## src/rtl/ps2_key_decoder.sv

```systemverilog
// PS/2 keyboard receiver (scan code set 2) that turns make/break byte
// sequences into the 4-bit key code used by the player movement controller.
module ps2_key_decoder #(
  parameter int         TIMEOUT   = 100000,
  parameter logic [3:0] KEY_NONE  = 4'h0,
  parameter logic [3:0] KEY_A     = 4'h1,
  parameter logic [3:0] KEY_D     = 4'h2,
  parameter logic [3:0] KEY_W     = 4'h3,
  parameter logic [3:0] KEY_S     = 4'h4,
  parameter logic [3:0] KEY_SPACE = 4'h5
) (
  input  logic       clk,
  input  logic       rst,
  input  logic       ps2_clk,
  input  logic       ps2_data,
  output logic [3:0] key,
  output logic       code_valid,
  output logic [7:0] scan_code,
  output logic       frame_err
);

  localparam logic [1:0] ST_IDLE  = 2'd0;
  localparam logic [1:0] ST_RECV  = 2'd1;
  localparam logic [1:0] ST_CHECK = 2'd2;
  localparam int         TW       = $clog2(TIMEOUT + 1);

  // Synchronizer flops idle high so a reset never fabricates a falling edge.
  logic ps2_clk_meta_q, ps2_clk_sync_q, ps2_clk_prev_q;
  logic ps2_data_meta_q, ps2_data_sync_q;

  logic [1:0]    state_q, state_d;
  logic [3:0]    bit_cnt_q, bit_cnt_d;
  logic [9:0]    shift_q, shift_d;
  logic [TW-1:0] to_cnt_q, to_cnt_d;
  logic          break_q, break_d;
  logic          ext_q, ext_d;
  logic [3:0]    key_q, key_d;
  logic [7:0]    scan_q, scan_d;
  logic          valid_q, valid_d;
  logic          err_q, err_d;

  logic       fe;
  logic       frame_ok;
  logic [7:0] rx_byte;
  logic [3:0] mapped;

  // Translate a set-2 make code into the movement key code.
  function automatic logic [3:0] map_scan(input logic [7:0] b);
    case (b)
      8'h1C:   map_scan = KEY_A;
      8'h23:   map_scan = KEY_D;
      8'h1D:   map_scan = KEY_W;
      8'h1B:   map_scan = KEY_S;
      8'h29:   map_scan = KEY_SPACE;
      default: map_scan = KEY_NONE;
    endcase
  endfunction

  assign fe       = ps2_clk_prev_q & ~ps2_clk_sync_q;
  assign rx_byte  = shift_q[7:0];
  // Odd parity over data+parity, and stop bit must be high.
  assign frame_ok = shift_q[9] & (^shift_q[8:0]);
  // Extended keys are deliberately ignored by treating them as unmapped.
  assign mapped   = ext_q ? KEY_NONE : map_scan(rx_byte);

  // Two-flop synchronizers plus one delay stage for edge detection.
  always_ff @(posedge clk) begin
    if (rst) begin
      ps2_clk_meta_q  <= 1'b1;
      ps2_clk_sync_q  <= 1'b1;
      ps2_clk_prev_q  <= 1'b1;
      ps2_data_meta_q <= 1'b1;
      ps2_data_sync_q <= 1'b1;
    end else begin
      ps2_clk_meta_q  <= ps2_clk;
      ps2_clk_sync_q  <= ps2_clk_meta_q;
      ps2_clk_prev_q  <= ps2_clk_sync_q;
      ps2_data_meta_q <= ps2_data;
      ps2_data_sync_q <= ps2_data_meta_q;
    end
  end

  // Frame reception, validation and make/break interpretation.
  always_comb begin
    state_d   = state_q;
    bit_cnt_d = bit_cnt_q;
    shift_d   = shift_q;
    to_cnt_d  = '0;
    break_d   = break_q;
    ext_d     = ext_q;
    key_d     = key_q;
    scan_d    = scan_q;
    valid_d   = 1'b0;
    err_d     = 1'b0;
    case (state_q)
      ST_IDLE: begin
        if (fe) begin
          if (!ps2_data_sync_q) begin
            state_d   = ST_RECV;
            bit_cnt_d = '0;
          end else begin
            err_d = 1'b1;
          end
        end
      end
      ST_RECV: begin
        if (fe) begin
          shift_d = {ps2_data_sync_q, shift_q[9:1]};
          if (bit_cnt_q == 4'd9) begin
            state_d = ST_CHECK;
          end else begin
            bit_cnt_d = bit_cnt_q + 4'd1;
          end
        end else if (to_cnt_q == TW'(TIMEOUT)) begin
          state_d = ST_IDLE;
          err_d   = 1'b1;
          break_d = 1'b0;
          ext_d   = 1'b0;
        end else begin
          to_cnt_d = to_cnt_q + 1'b1;
        end
      end
      ST_CHECK: begin
        state_d = ST_IDLE;
        if (frame_ok) begin
          valid_d = 1'b1;
          scan_d  = rx_byte;
          if (rx_byte == 8'hE0) begin
            ext_d = 1'b1;
          end else if (rx_byte == 8'hF0) begin
            break_d = 1'b1;
          end else begin
            if (!break_q) begin
              if (mapped != KEY_NONE) key_d = mapped;
            end else if (mapped == key_q) begin
              key_d = KEY_NONE;
            end
            break_d = 1'b0;
            ext_d   = 1'b0;
          end
        end else begin
          err_d   = 1'b1;
          break_d = 1'b0;
          ext_d   = 1'b0;
        end
      end
      default: state_d = ST_IDLE;
    endcase
  end

  // State and output registers; reset drops any partial frame.
  always_ff @(posedge clk) begin
    if (rst) begin
      state_q   <= ST_IDLE;
      bit_cnt_q <= '0;
      shift_q   <= '0;
      to_cnt_q  <= '0;
      break_q   <= 1'b0;
      ext_q     <= 1'b0;
      key_q     <= KEY_NONE;
      scan_q    <= 8'h00;
      valid_q   <= 1'b0;
      err_q     <= 1'b0;
    end else begin
      state_q   <= state_d;
      bit_cnt_q <= bit_cnt_d;
      shift_q   <= shift_d;
      to_cnt_q  <= to_cnt_d;
      break_q   <= break_d;
      ext_q     <= ext_d;
      key_q     <= key_d;
      scan_q    <= scan_d;
      valid_q   <= valid_d;
      err_q     <= err_d;
    end
  end

  assign key        = key_q;
  assign scan_code  = scan_q;
  assign code_valid = valid_q;
  assign frame_err  = err_q;

endmodule

```

## config.mk

```make
export PLATFORM = sky130hd
export DESIGN_NAME = ps2_key_decoder
export DESIGN_NICKNAME = d
export VERILOG_FILES = /design/src/rtl/ps2_key_decoder.sv
export SDC_FILE = /design/constraint.sdc
export NUM_CORES = 1
export LEC_CHECK = 0
export BUFFER_PORTS_ARGS = -buffer_cell sky130_fd_sc_hd__buf_2
export CORE_MARGIN = 2
export CORE_UTILIZATION = 35
export DETAILED_ROUTE_END_ITERATION = 6
export HOLD_SLACK_MARGIN = 0.03
export SYNTH_ARGS = -nofsm -noshare
export SYNTH_HDL_FRONTEND = slang
export SYNTH_SLANG_ARGS = --single-unit
```

## constraint.sdc

```tcl
create_clock -name clk -period 2.6 [get_ports clk]
set_clock_uncertainty 0.15 [all_clocks]
set_input_delay 0.39 -clock clk [delete_from_list [all_inputs] [get_ports clk]]
set_output_delay 0.39 -clock clk [all_outputs]
set_load 0.01 [all_outputs]
```

-- After elaboration in Yosys (flattened, before gate mapping)
Index checks and enable logic that the tools add are counted.
Widths: inputs -> output; s select.
- register bits after elaboration: 54
- word-level logic and storage cells: 95
- input port bits: 4
- bitwise logic cells: 7
- add/subtract/negate cells: 2
- muxes and demuxes: 33
- equality and inequality tests: 23
- reduce and logical (&&, ||, !) cells: 15
- operators by type and width (operator ; number):
    $mux 4 ; 8
    $eq 8x5->1 const B ; 3
    $add 17x1->17 const B ; 1
    $eq 17x17->1 const B ; 1
    $eq 8x6->1 const B ; 2
    $eq 8x8->1 const B ; 2
    $pmux 3 s5 ; 1
    $mux 1 ; 14
    $ne 2x2->1 const B ; 6
    $reduce_and 4->1 ; 3
    $mux 2 ; 5
    $ne 3x3->1 const B ; 3
    $reduce_xor 9->1 ; 1
    $pmux 4 s2 ; 1
    $reduce_and 6->1 ; 1
    $reduce_bool 2->1 ; 3
    $not 1->1 ; 5
    $reduce_and 5->1 ; 1
    $add 4x1->4 const B ; 1
    $eq 4x4->1 ; 1
    $eq 4x4->1 const B ; 1
    $ne 4x4->1 const B ; 1
    $pmux 1 s2 ; 2
    $pmux 2 s2 ; 1
    10 further kinds ; 12

-- Longest topological paths before layout
- depth after elaboration: 6
- gate-level depth with buffers: 9
- gate-level depth less buffers: 7

-- Worst setup path before layout
No wires, ideal clock.
- path kind: reg-to-reg
- from: register shift_q[0]
- to: register break_q
- clock period less this slack: 2.343 ns
- stages on the path, launching flop included: 9
- data arrival time: 2.114 ns
- path slack: 0.257 ns
- path through: dfxtp_1 inv_1 ha_1 xnor3_2 xnor2_2 nand3_2 buf_6 or4_4 o221ai_2
- longest elaborated chain between the ends: 5
- elaborated cells on any way between the ends: 10
- classes of those cells: 3 x eq/ne; 4 x mux; 1 x bitwise; 2 x reduce/logical
- ends and longest elaborated chain (element ; RTL line ; RTL):
    from (decl) ; 33 ; logic [9:0] shift_q, shift_d;
    from (signal assigned) ; 167 ; shift_q <= shift_d;
    $eq 8x8->1 ; 130 ; end else if (rx_byte == 8'hF0) begin
    $mux 1 ; 130 ;
    $mux 1 ; 128 ; if (rx_byte == 8'hE0) begin
    $mux 1 ; 125 ; if (frame_ok) begin
    $pmux 1 s2 ; 95 ; case (state_q)
    to (signal assigned) ; 169 ; break_q <= break_d;
    to (decl) ; 35 ; logic break_q, break_d;
Parallel ways exist; a longest one is shown, timed or not. The select of a mux whose other input is x is not followed.
A chain may end at the register's enable or synchronous reset.

-- Worst setup path in the final report
- from: register shift_q[0]
- to: register ext_q
- longest elaborated chain between the ends: 4
- elaborated cells on any way between the ends: 9
- classes of those cells: 3 x eq/ne; 3 x mux; 1 x bitwise; 2 x reduce/logical
- ends and longest elaborated chain (element ; RTL line ; RTL):
    $reduce_xor 9->1 / $eq 8x8->1 (equally long branches) ; 62, 128 ;
    $and 1x1->1 / $mux 1 (equally long branches) ; 62, 128 ;
    $ne 4x4->1 (no source line) / $mux 1 (equally long branches) ; n/a ;
    $reduce_and 4->1 (no source line) / $pmux 1 s2 (equally long branches) ; n/a ;
    to (signal assigned) ; 170 ; ext_q <= ext_d;
    to (decl) ; 36 ; logic ext_q, ext_d;
Parallel ways exist; a longest one is shown, timed or not.

==> impl_metrics.csv <==
group,metric,value,unit
placed_design,port_buffers,16,
cts,post_cts_buffers,0,
power,swShare,22.6,%
hold_path,hp-class,"input pin to flop",
logic_synthesis,yosys_register_bits,53,
grt,grt_pass1_vias,2008,
sta,setup_viol,0,
cells_and_area,fin_nets,355,
power,p_leak,1.14,nW
cells_and_area,multi_input_area,1500,sq um
cts,clkSlewWorstSetupHoldPaths,0.10,ns
critical_path,crit_required,2.68,ns
die,die_area,8410,sq um
sta,report.final.slew_viol_count,0,
run,max_cap_violations,0,
die,die_h,91.7,um
grt,antenna_found_initial,0,
detailed_routing,drt_iter0_markers,62,
die,row_count,31,
grt,grt_pass1_wl,8910,um
logic_synthesis,synth_edf_count,0,
grt,grt_max_degree,23,
cts,cts-buffers-inserted,5,
power,vdd_drop_max,0.336,mV
sta,max_slew_margin,61.7,%
logic_synthesis,avgSynthCellArea,8.60,sq um
critical_path,arrival,2.43,ns
die,chipWidth,91.7,um
placed_design,dpl_worst_slack,0.260,ns
logic_synthesis,syn_inst,313,
logic_synthesis,synthFlopType,"dfxtp_1",
power,switching_power,0.343,mW
critical_path,setup.worst_path.start_class,"flop",
logic_synthesis,ys_types,53,
power,combPwrFrac,7.3,%
placed_design,dp_hpwl,3850,um
sta,fmax,425,MHz
status,status,"completed",
sta,min_period_over_period,90.4,%
sta,tightest_slew,0.573,ns
logic_synthesis,yosysWarnings,0,
cts,cts-root-buf,"clkbuf_8",
cells_and_area,syn2layout_area_growth,11.9,%
power,seqPwrFrac,54.7,%
detailed_routing,drt_pass1_iterations,4,
cts,cts_hold_buf,0,
die,io_pins,18,
power,power_frac_clock,38.1,%
cts,h-tree-depth,2,
critical_path,path_cells,"inv_1, ha_1, xnor3_2, xnor2_2, nand3_2, or4_1, o221ai_1",
cells_and_area,diodes,0,
sta,period_needed,2.35,ns
detailed_routing,vias,2133,
logic_synthesis,synth_top_cell_by_area,"dfxtp_1",
sta,tns,0,ns
logic_synthesis,synth.area.top_cells,"dfxtp_1 (39%), ha_1 (8.8%), nor2_1 (5.6%)",
logic_synthesis,synthArstFlopShare,0,%
logic_synthesis,netlist_area,2690,sq um
logic_synthesis,synth_top_area_share,39.4,%
cts,cts_resized,0,
detailed_routing,wl_per_cell,12.0,um
sta,fin_ws,0.249,ns
power,p_int,1.18,mW
critical_path,cpPeakStageDelay,0.51,ns
logic_synthesis,seq_area_frac_synth,39.4,%
cells_and_area,regArea,1060,sq um
die,core,7370,sq um
cts,clk_latency,0.30,ns
critical_path,worstSetupEndpointType,"flop",
critical_path,critPathMaxFanout,5,
placed_design,gp_congestion,0.798,
cts,cts_tree,"built",
grt,grtUsageTotal,12.7,%
detailed_routing,drt-total-wl,5160,um
detailed_routing,viasPerCell,4.94,
cells_and_area,fin_util,40.9,%
power,p_per_area,504,nW/um^2
cells_and_area,fillCellCount,779,
die,start_util,36.5,%
detailed_routing,ant_nets,0,
logic_synthesis,synth_nets,336,
sta,hold_violations,0,
sta,rsz0062_at_grt,"no",
cells_and_area,drive_above_1_share,13.2,%
cts,clockBufferDepth,2,
critical_path,criticalPathCategory,"flop to flop",
detailed_routing,drc_errors,0,
cts,cts_sinks,53,
critical_path,critPathSlowestCell,"or4_1",
grt,grt_overflow,0,
## cells in the final DEF (no fill, tap or decap), types with 3 or more instances in the layout
cell	instances
dfxtp_1	53
nor2_1	40
nand2_1	25
a21oi_1	24
inv_1	19
ha_1	19
buf_2	16
nand3_1	13
xor2_1	9
nand2b_1	8
buf_4	8
xnor2_1	7
and3_1	7
a31oi_1	6
or2_2	6
clkbuf_8	6
nand4_1	5
o21ai_0	5
mux2i_1	4
nor4bb_1	3
and4_1	3
nor2b_1	3
nor3_1	3
a41oi_1	3
## flip-flops by register name (all words and copies together), names as in the netlist
name / flops
ps2_clk_prev_q: 1
ps2_data_meta_q: 1
frame_err: 1
to_cnt_q: 17
ps2_clk_sync_q: 1
ps2_clk_meta_q: 1
scan_code: 8
ext_q: 1
state_q: 2
break_q: 1
shift_q: 10
key: 3
ps2_data_sync_q: 1
bit_cnt_q: 4
code_valid: 1
## power by group through the flow
stage               Clock (mW)  Sequential (mW)  Combinational, mW
finish                   0.578            0.830              0.110
global route             0.621            0.833              0.126
CTS                      0.594            0.831              0.110
detailed placement           0            0.850              0.109
global placement             0            0.849              0.109
floorplan                    0            0.848             0.0837
## area by class of cell
cell class | instances | share of cell area (%)
clock inverters | 1 | 0.996
multi-input cells | 229 | 49.8
well taps | 99 | 4.11
inverters | 19 | 2.37
flip-flops and latches | 53 | 35.2
repair buffers | 24 | 4.65
clock buffers | 7 | 2.86
## logic make-up after synthesis
family / share of synthesized area [%]
mux: 1.49
flops: 39.4
buf+inv: 4.83
other cells: 0.139
simple gates: 26.3
compound gates: 12.4
xor+xnor: 6.69
fa+ha+maj: 8.83
## routing by layer
metal / wire length, um / global-route usage [%] / up-vias / share of wire (%)
met2: 2380 / 21.3 / 28 / 46
met1: 2610 / 16.7 / 991 / 51
met5: 0 / 0 / - / 0
li1: - / - / 1110 / -
met4: 46 / 3.73 / 0 / 0.89
met3: 129 / 2.22 / 4 / 2.5
## worst paths after layout
path              slack (ns)             from  depth (start not counted)         endpoint
setup / recovery        0.25       shift_q[0]                          7            ext_q
hold / removal          0.12          ps2_clk                          2   ps2_clk_meta_q
setup reg to reg        0.25       shift_q[0]                          7            ext_q
hold reg to reg         0.27  ps2_data_meta_q                          1  ps2_data_sync_q
## synthesized netlist by cell type, drive strengths merged, types with 5 or more instances
master   n
nand3   14
dfxtp   53
inv     19
o21ai    5
nand2b   8
or2      6
clkbuf   8
xor2     9
a21oi   24
nor2    40
xnor2    8
nand2   25
and3     7
ha      19
nand4    5
a31oi    6
## stage by stage
stage | area (sq um) | power, mW | hold WS (ns) | instances
floorplan | 2690 | 0.931 | 0.239 | 313
global placement | 2900 | 0.958 | 0.244 | 424
detailed placement | 2900 | 0.958 | 0.250 | 424
CTS | 3010 | 1.54 | 0.104 | 432
global route | 3010 | 1.58 | 0.102 | 432
finish | 3010 | 1.52 | 0.116 | 432
## worst max-delay path: cells and delay by family (launching register included)
family | cells | cell delay (ns)
xor gates and xnor gates | 2 | 0.63
buffers and inverters | 1 | 0.07
DFF | 1 | 0.42
adders and majority gates | 1 | 0.30
AOI/OAI and AO/OA | 1 | 0.08
and+or+nand+nor | 2 | 0.63
Note: power is estimated with default switching activity, not from simulation.
